File: config.mk
export PLATFORM = sky130hd
export DESIGN_NAME = div_iter
export DESIGN_NICKNAME = d
export VERILOG_FILES = /design/src/rtl/div_iter_pkg.sv /design/src/rtl/div_iter.sv
export SDC_FILE = /design/constraint.sdc
export NUM_CORES = 1
export LEC_CHECK = 0
export CORE_ASPECT_RATIO = 0.6
export CORE_MARGIN = 10
export CORE_UTILIZATION = 30
export CTS_CLUSTER_SIZE = 24
export DETAILED_ROUTE_END_ITERATION = 12
export GPL_TIMING_DRIVEN = 0
export SYNTH_ARGS = -nofsm -noshare
export SYNTH_HDL_FRONTEND = slang
export SYNTH_SLANG_ARGS = --single-unit
File: constraint.sdc
create_clock -name clk -period 11.7 [get_ports clk]
set_input_delay 1.17 -clock clk [delete_from_list [all_inputs] [get_ports clk]]
set_output_delay 1.17 -clock clk [all_outputs]
set_load 0.05 [all_outputs]
File: src/rtl/div_iter_pkg.sv
// Shared types and sizes for the iterative divider used by the EX stage.
package div_iter_pkg;

  // Divider control states, 2-bit encoded.
  typedef enum logic [1:0] {
    DIV_FREE    = 2'b00,
    DIV_BY_ZERO = 2'b01,
    DIV_ON      = 2'b10,
    DIV_END     = 2'b11
  } div_state_e;

  localparam int DIV_WIDTH    = 32;
  localparam int DIV_RESULT_W = 2 * DIV_WIDTH;
  localparam int DIV_CNT_W    = 6;

endpackage

File: src/rtl/div_iter.sv
// Radix-2 restoring divider for DIV/DIVU; produces one quotient bit per
// cycle, holds the pipeline through stallreq_o and can be cancelled by a flush.
module div_iter
  import div_iter_pkg::*;
#(
  parameter int WIDTH = DIV_WIDTH,
  parameter int CNT_W = DIV_CNT_W
) (
  input  logic               clk,
  input  logic               rst,
  input  logic               start_i,
  input  logic               signed_i,
  input  logic [WIDTH-1:0]   dividend_i,
  input  logic [WIDTH-1:0]   divisor_i,
  input  logic               annul_i,
  output logic               busy_o,
  output logic               ready_o,
  output logic [2*WIDTH-1:0] result_o,
  output logic               stallreq_o
);

  div_state_e       state;
  logic [CNT_W-1:0] cnt;
  logic [WIDTH-1:0] rem;
  logic [WIDTH-1:0] quo;
  logic [WIDTH-1:0] divisor;
  logic             neg_q;
  logic             neg_r;

  logic [WIDTH:0]   shifted;
  logic [WIDTH:0]   trial;
  logic [WIDTH-1:0] rem_next;
  logic [WIDTH-1:0] quo_next;

  // Conditional two's-complement negation, also used to take magnitudes.
  function automatic logic [WIDTH-1:0] neg_if(input logic neg, input logic [WIDTH-1:0] v);
    return neg ? -v : v;
  endfunction

  // One restoring step: the extra top bit of the trial subtraction is the borrow.
  assign shifted  = {rem, quo[WIDTH-1]};
  assign trial    = shifted - {1'b0, divisor};
  assign quo_next = {quo[WIDTH-2:0], ~trial[WIDTH]};
  assign rem_next = trial[WIDTH] ? shifted[WIDTH-1:0] : trial[WIDTH-1:0];

  assign busy_o = (state != DIV_FREE);

  // Stall EX while a division is pending; release in the cycle the result appears.
  assign stallreq_o = start_i & ~ready_o & ~annul_i;

  // Control state, iteration counter and datapath registers.
  always_ff @(posedge clk) begin
    if (!rst) begin
      state    <= DIV_FREE;
      cnt      <= '0;
      rem      <= '0;
      quo      <= '0;
      divisor  <= '0;
      neg_q    <= 1'b0;
      neg_r    <= 1'b0;
      ready_o  <= 1'b0;
      result_o <= '0;
    end else if (annul_i) begin
      state   <= DIV_FREE;
      cnt     <= '0;
      ready_o <= 1'b0;
    end else begin
      case (state)
        DIV_FREE: begin
          ready_o <= 1'b0;
          if (start_i) begin
            rem     <= '0;
            quo     <= neg_if(signed_i & dividend_i[WIDTH-1], dividend_i);
            divisor <= neg_if(signed_i & divisor_i[WIDTH-1], divisor_i);
            neg_q   <= signed_i & (dividend_i[WIDTH-1] ^ divisor_i[WIDTH-1]);
            neg_r   <= signed_i & dividend_i[WIDTH-1];
            cnt     <= '0;
            state   <= (divisor_i == '0) ? DIV_BY_ZERO : DIV_ON;
          end
        end
        DIV_BY_ZERO: begin
          result_o <= {neg_if(neg_r, quo), {WIDTH{1'b1}}};
          ready_o  <= 1'b1;
          state    <= DIV_END;
        end
        DIV_ON: begin
          rem <= rem_next;
          quo <= quo_next;
          cnt <= cnt + CNT_W'(1);
          if (cnt == CNT_W'(WIDTH - 1)) begin
            result_o <= {neg_if(neg_r, rem_next), neg_if(neg_q, quo_next)};
            ready_o  <= 1'b1;
            state    <= DIV_END;
          end
        end
        DIV_END: begin
          ready_o <= 1'b0;
          state   <= DIV_FREE;
        end
        default: begin
          ready_o <= 1'b0;
          state   <= DIV_FREE;
        end
      endcase
    end
  end

endmodule

Yosys cells after proc, flatten, opt, wreduce, memory -nomap -nowiden --
Cells that the tools add are included.
Operators by class: $add $sub $neg 7, equal/unequal tests 6, multiplexer cells 20, bitwise logic cells 10, reductions and logical operators 12
Operators with widths (count):
- 32-bit 2-to-1 mux | 8
- 32-bit negation | 5
- 32-bit one-hot mux with 2 select lines | 2
- 64-bit one-hot mux with 2 select lines | 1
- 64-bit 2-to-1 mux | 1
- 33-bit by 32-bit subtractor with 33-bit output | 1
- 32-bit zero test | 1
- 6-bit one-hot mux with 2 select lines | 1
- 3-bit AND reduction | 3
- 2-bit one-hot mux with 4 select lines | 1
- 6-bit by 1-bit adder with 6-bit output (second input constant) | 1
- 6-bit by 5-bit == test with 1-bit output (second input constant) | 1
- 2-bit 2-to-1 mux | 3
- 6-bit 2-to-1 mux | 1
- 2-bit nonzero test | 3
- 1-bit AND | 5
- 2-bit == test (second input constant) | 2
- 2-bit != test (second input constant) | 2
- 1-bit inverter | 4
- 2-bit AND reduction | 2
- 2-bit OR reduction | 2
- 1-bit one-hot mux with 3 select lines | 1
- 2-bit by 1-bit == test with 1-bit output (second input constant) | 1
- 2-bit zero test | 1
- other kinds (2) | 2
Word-level totals: flip-flop bits (word level) 171, bits of input ports 69, output and inout port bits 67, word-level logic and storage cells 64

Depth between registers and ports, before layout --
Gate-level depths: netlist (run 1).
depth in word-level cells 6, depth in mapped cells 24, depth with buffers taken out 20

Worst setup path after synthesis (run 1) --
OpenSTA, ideal clock, no wires.
path type flip-flop to flip-flop, start point reg quo[31], end point reg result_o[60], arrival time 5001 ps, data required time 11630 ps, slack 6629 ps, cell stages (with the launch flop) 25, buffers on the path 4, period minus slack after synthesis 5071 ps, cells stage by stage dfxtp_1 clkbuf_1 inv_1 ha_1 inv_1 fa_1 a211oi_1 o211ai_1 o2bb2ai_1 o211a_1 o21a_1 nor2_1 inv_1 clkbuf_1 clkbuf_1 buf_1 nand2_1 o21ai_0 inv_1 ha_1 o21ai_1 a211oi_1 a41oi_1 xor2_1 a21oi_1
Between the ends: longest elaborated chain between the ends 6
RTL lines:
- start, declared | line div_iter.sv:25 | logic [WIDTH-1:0] quo;
- start signal, assigned | line div_iter.sv:73 | quo <= neg_if(signed_i & dividend_i[WIDTH-1], dividend_i);
- start signal, assigned | line div_iter.sv:88 | quo <= quo_next;
- 33-bit by 32-bit subtractor with 33-bit output | line div_iter.sv:42 | assign trial = shifted - {1'b0, divisor};
- 32-bit 2-to-1 mux * | line div_iter.sv:44 | assign rem_next = trial[WIDTH] ? shifted[WIDTH-1:0] : trial[WIDTH-1:0];
- 32-bit negation | line div_iter.sv:37 | return neg ? -v : v;
- 32-bit 2-to-1 mux * | line div_iter.sv:37
- 64-bit 2-to-1 mux * | line div_iter.sv:90 | if (cnt == CNT_W'(WIDTH - 1)) begin
- 64-bit one-hot mux with 2 select lines * | line div_iter.sv:68 | case (state)
- end signal, assigned | line div_iter.sv:82 | result_o <= {neg_if(neg_r, quo), {WIDTH{1'b1}}};
- end signal, assigned | line div_iter.sv:91 | result_o <= {neg_if(neg_r, rem_next), neg_if(neg_q, quo_next)};
- end, declared | line div_iter.sv:18 | output logic [2*WIDTH-1:0] result_o,
Mark *: on every way between the ends. The rest lies on a longest branch, timed or not. The select of a mux whose other input is x is not followed. A chain may end at the register's enable or synchronous reset.

Final worst setup path (run 1) --
Ends and elaborated chain as after synthesis.

==> results.json, run 1 <==
{
  "synthArstFlopShare": 0,
  "clk_latency_ns": 0.47,
  "cts_max_level": 4,
  "fp.dieH_um": 180,
  "postCtsSetupBuffers": 0,
  "period_share": 0.697,
  "layout-drive-gt1-share": 0.0367,
  "worst_setup_path_end_kind": "flop",
  "final_cell_mix": "nand2_1, o21ai_0, dfxtp_1",
  "holdBufCountCts": 0,
  "globalplace.congestion": 0.977,
  "regArea_um2": 3420,
  "yosys_warnings": 0,
  "tightest_slew_ns": 1.30,
  "path_cells": "clkbuf_1 -> inv_1 -> ha_1 -> inv_1 -> fa_1 -> a211oi_1 -> o211ai_1 -> o2bb2ai_1 -> o211a_1 -> o21a_1 -> nor2_1 -> inv_1 -> clkbuf_1 -> clkbuf_1 -> buf_1 -> nand2_1 -> o21ai_0 -> inv_1 -> ha_1 -> o21ai_1 -> a211oi_1 -> a41oi_1 -> xor2_1 -> a21oi_1",
  "vias_per_cell": 5.69,
  "crit_slowest_cell": "a211oi_1",
  "synth_fp_nets": 1879,
  "antenna_found_initial": 0,
  "report.final.setup_viol": 0,
  "worstSetupPathType": "reg -> reg",
  "synth.area.top_cells": "dfxtp_1, nand2_1, o21ai_0, a21oi_1, xor2_1",
  "arrival_ns": 8.47,
  "cts.sinks": 171,
  "yosysTopAreaCell": "dfxtp_1",
  "multi_input_area_um2": 8560,
  "ctsResizeCount": 0,
  "worstSetupStartpointType": "flop",
  "rsz0062_at_grt": "false",
  "cts_buffers": 17,
  "peakVddDrop_mv": 0.0914,
  "syn_to_final_growth_pct": 20.7,
  "grt_pass1_wl_mm": 84.8,
  "setup_tns_ns": 0,
  "critPathMostFrequentCell": "inv_1",
  "grt_pass1_vias": 13137,
  "die_area_um2": 51300,
  "cts_tree": "done",
  "fin_nets": 2031,
  "route.detailed.drc": 0,
  "place_area_um2": 14800,
  "leakage_uw": 0.00548,
  "synth_edf_count": 0,
  "dp_hpwl_mm": 46.1,
  "mostFrequentLayoutCell": "nand2_1",
  "die_w_um": 286,
  "syn_area_um2": 12700,
  "port_buffers": 133,
  "synthCells": 1769,
  "status": "completed",
  "clk_pin_slew_ns": 0.07,
  "grt_max_degree": 17,
  "core_area_um2": 41900,
  "max_cap_violations": 0,
  "powerDensity_nw_per_um2": 112,
  "clock-skew-final_ns": 0.0147,
  "cts-root-buf": "clkbuf_16",
  "totalWireLength_mm": 57.0,
  "synthFlopType": "dfxtp_1",
  "yosysTopAreaCellShare": 0.269,
  "final_hold_viol_count": 0,
  "hold_class": "reg -> reg",
  "crit_buf_inv": 8,
  "critPathMaxFanout": 10,
  "nFillCells": 4466,
  "post-route-util": 0.367,
  "first_pass_iters": 5,
  "num_io_pins": 136,
  "ant_nets": 0,
  "synthDistinctLibCells": 75,
  "slew_headroom": 0.121,
  "clk_path_buf_depth": 2,
  "required_ns": 12.02,
  "yosysSeqAreaShare": 0.269,
  "final_design_area_no_fill_um2": 15400,
  "avgRoutedWirePerCell_um": 22.7,
  "crit_path_max_incr_delay_ns": 1.10,
  "dr.first_iter.drc_count": 1522,
  "syn-mean-instance-area_um2": 7.19,
  "vias": 14244,
  "drv_slew": 0,
  "grt_usage": 0.214,
  "placementRows": 58,
  "critPathTopFamily": "compound AO/OA/AOI/OAI gates",
  "max_freq_mhz": 123,
  "initial_core_util": 0.304,
  "period_minus_slack_ns": 8.15,
  "grt_overflow": 0,
  "synth_seq_cells": 171
}
==> worst min-delay path: stages (launching register included) <==
cell     delay [ns]
dfxtp_1        0.31
nand2_1        0.05
nand2_1        0.04
==> cell usage after synthesis, drive strengths merged, types with 5 or more instances <==
library cell	number
nand2	246
o21ai	182
dfxtp	171
a21oi	154
nor2	143
clkbuf	115
xor2	74
inv	62
nor3	52
xnor2	50
ha	40
a211oi	39
or3	28
nor2b	26
o31ai	24
a31oi	23
and2	22
a22oi	19
mux2i	19
a21o	18
nand3	17
buf	15
o211ai	14
nand4	13
or4	13
nor4	12
a21boi	11
a311oi	10
nand2b	9
o21a	9
o21bai	8
or2	8
a211o	7
a22o	7
mux2	7
nor3b	7
o211a	6
o221ai	6
a221oi	5
a41oi	5
and3	5
nand3b	5
o41ai	5
==> registers in the layout, indices dropped and copies added, names as in the netlist <==
register and cells:
neg_r 1, neg_q 1, ready_o 1, divisor 32, result_o 64, state 2, quo 32, cnt 6
rem 32
==> report_power, final <==
group	switching, µW	internal [µW]	leakage [µW]	total [µW]
Clock	272	323	0.000278	594
Combinational	339	169	0.00381	508
Sequential	17.2	606	0.00139	623
==> layout make-up <==
| class | count | area share |
|---|---|---|
| multi-input combinational | 1406 | 0.558 |
| sequential | 171 | 0.223 |
| antenna | 1 | 0.000163 |
| clock buffer | 20 | 0.0291 |
| buffer | 130 | 0.0328 |
| timing repair buffer | 133 | 0.0867 |
| clock inverter | 12 | 0.00913 |
| inverter | 62 | 0.0152 |
| tap | 570 | 0.0464 |
==> final timing paths <==
check                 endpoint  slack (ns)          from  cells after the start
setup / recovery  result_o[60]        3.55       quo[31]                     24
hold / removal    result_o[53]        0.44  result_o[53]                      2
setup reg to reg  result_o[60]        3.55       quo[31]                     24
hold reg to reg   result_o[53]        0.44  result_o[53]                      2
==> per-layer routing <==
metal,GRT usage,routed length (µm),up-vias
met5,0,0,-
li1,-,-,6666
met2,0.289,22000,647
met3,0.0515,5630,49
met1,0.333,28800,6882
met4,0.0348,581,0
==> cell families after synthesis <==
group / share of synthesized area
AO/OA/AOI/OAI: 0.291
XOR/XNOR: 0.0854
adder cells (fa/ha/maj): 0.0409
buffers and inverters: 0.0579
flip-flops: 0.269
multiplexers: 0.0265
AND/OR/NAND/NOR: 0.230
==> through the flow <==
step | instances | hold slack [ns] | setup WS [ns] | total power, µW
floorplan | 1769 | 0.440 | 6.63 | 948
global placement | 2472 | 0.439 | 4.02 | 1130
detailed placement | 2472 | 0.439 | 3.89 | 1130
CTS | 2504 | 0.450 | 3.84 | 1720
global route | 2504 | 0.465 | 3.22 | 1790
finish | 2505 | 0.444 | 3.55 | 1730
No activity file was read; power rests on OpenSTA's default activity.
==> run 2, diff against run 1 <==
- clock period: 11.7 -> 6.56 ns (I/O delays scaled with it)
==> run 2 against run 1 <==
  * Power grew 78%
  * Final cell count hardly changed
  * Via count about the same
  * Critical path depth is 1 lower
  * Register-to-register slack worse by 3.3 ns
  * Clock-buffer cell count unchanged
  * Largest cell class unchanged
==> results.json, run 2 (synthesis results as in run 1) <==
{
  "clock-skew-final_ns": 0.0146,
  "die_w_um": 286,
  "vias_per_cell": 5.69,
  "holdBufCountCts": 0,
  "postCtsSetupBuffers": 0,
  "grt_pass1_vias": 13156,
  "required_ns": 6.88,
  "worstSetupPathType": "reg -> reg",
  "drv_slew": 0,
  "num_io_pins": 136,
  "cts_tree": "done",
  "port_buffers": 133,
  "worst_setup_path_end_kind": "flop",
  "die_area_um2": 51300,
  "status": "completed",
  "grt_overflow": 0,
  "initial_core_util": 0.304,
  "layout-drive-gt1-share": 0.0398,
  "slew_headroom": 0.189,
  "final_hold_viol_count": 0,
  "powerDensity_nw_per_um2": 200,
  "dp.cells": 2472,
  "grt_max_degree": 17,
  "ant_nets": 0,
  "worstSetupStartpointType": "flop",
  "totalWireLength_mm": 57.1,
  "vias": 14248,
  "period_minus_slack_ns": 6.33,
  "core_area_um2": 41900,
  "dr.first_iter.drc_count": 1546,
  "clk_path_buf_depth": 2,
  "final_cell_mix": "nand2_1, o21ai_0, dfxtp_1",
  "avgRoutedWirePerCell_um": 22.8,
  "critPathMaxFanout": 10,
  "cts_buffers": 17,
  "worst_hold_slack_ns": 0.443,
  "fp.dieH_um": 180,
  "clk_latency_ns": 0.47,
  "cts-root-buf": "clkbuf_16",
  "ctsResizeCount": 11,
  "dp_hpwl_mm": 46.1,
  "tightest_slew_ns": 1.21,
  "top_register": "result_o",
  "max_freq_mhz": 158,
  "route.detailed.drc": 0,
  "antenna_found_initial": 0,
  "mostFrequentLayoutCell": "nand2_1",
  "grt_usage": 0.214,
  "globalplace.congestion": 0.977,
  "report.final.setup_viol": 0,
  "syn_to_final_growth_pct": 21.0,
  "placementRows": 58,
  "grt_pass1_wl_mm": 84.8,
  "fin_nets": 2031,
  "hold_class": "reg -> reg",
  "leakage_uw": 0.00549,
  "layoutNonFillerInstCount": 2506,
  "largest_register_ffs": 64,
  "clk_pin_slew_ns": 0.07,
  "max_cap_violations": 0,
  "arrival_ns": 6.65,
  "peakVddDrop_mv": 0.164,
  "first_pass_iters": 6,
  "cts_max_level": 4,
  "rsz0062_at_grt": "false",
  "cts.sinks": 171,
  "period_share": 0.964
}
-- run 2: worst max-delay path, cell delays in order (launching register included) --
cell and delay [ns]:
dfxtp_1 0.30, clkbuf_1 0.31, inv_1 0.14, ha_1 0.19
inv_1 0.06, fa_1 0.44, a211oi_1 0.29, o211ai_1 0.22
o2bb2ai_1 0.25, o211a_1 0.28, nor3_1 0.35, nor2_4 0.16
inv_1 0.29, clkbuf_2 0.32, clkbuf_2 0.32, clkbuf_4 0.38
o21ai_0 0.21, inv_1 0.09, ha_1 0.27, o21ai_2 0.24
a211oi_4 0.50, a41oi_1 0.21, xor2_1 0.22, a21oi_1 0.09
-- run 2: area by class of cell --
type | count | area (µm²)
fill | 4463 | 26500
tap | 570 | 713
clock inverter | 12 | 140
clock buffer | 20 | 447
buffer | 130 | 510
multi-input combinational | 1406 | 8590
timing repair buffer | 133 | 1330
sequential | 171 | 3420
antenna | 2 | 5.00
inverter | 62 | 233
-- run 2: worst paths after layout --
path	from	endpoint	slack [ns]	cells after the start
hold reg to reg	result_o[53]	result_o[53]	0.44	2
setup / recovery	quo[31]	result_o[60]	0.23	23
setup reg to reg	quo[31]	result_o[60]	0.23	23
hold / removal	result_o[53]	result_o[53]	0.44	2
-- run 2: report_power, final --
group	switching (µW)	internal [µW]
clock network	483	575
logic	607	303
registers	30.9	1080
-- run 2: metrics by stage --
step | setup TNS, ns | utilization | area, µm² | setup slack (ns) | power [µW]
after floorplan | 0 | - | 12700 | 1.49 | 1690
after global placement | -9.85 | 0.353 | 14800 | -1.12 | 2010
after detailed placement | -11.68 | 0.353 | 14800 | -1.25 | 2010
after CTS | 0 | 0.367 | 15400 | 0.106 | 3060
after global routing | 0 | 0.367 | 15400 | 0.00407 | 3200
final | 0 | 0.368 | 15400 | 0.234 | 3080
-- run 2: layer usage --
layer	wire length, µm	vias to the layer above	share of wire	GRT usage
met3	5590	49	0.098	0.0505
li1	-	6669	-	-
met1	28800	6908	0.50	0.334
met2	22000	622	0.39	0.290
met4	646	0	0.011	0.0344
met5	0	-	0	0
==> run 3, diff against run 2 <==
- SLEW_MARGIN: default -> 5
==> results of run 3 <==
The final DEF is identical to that of run 2; final timing and power are the same.
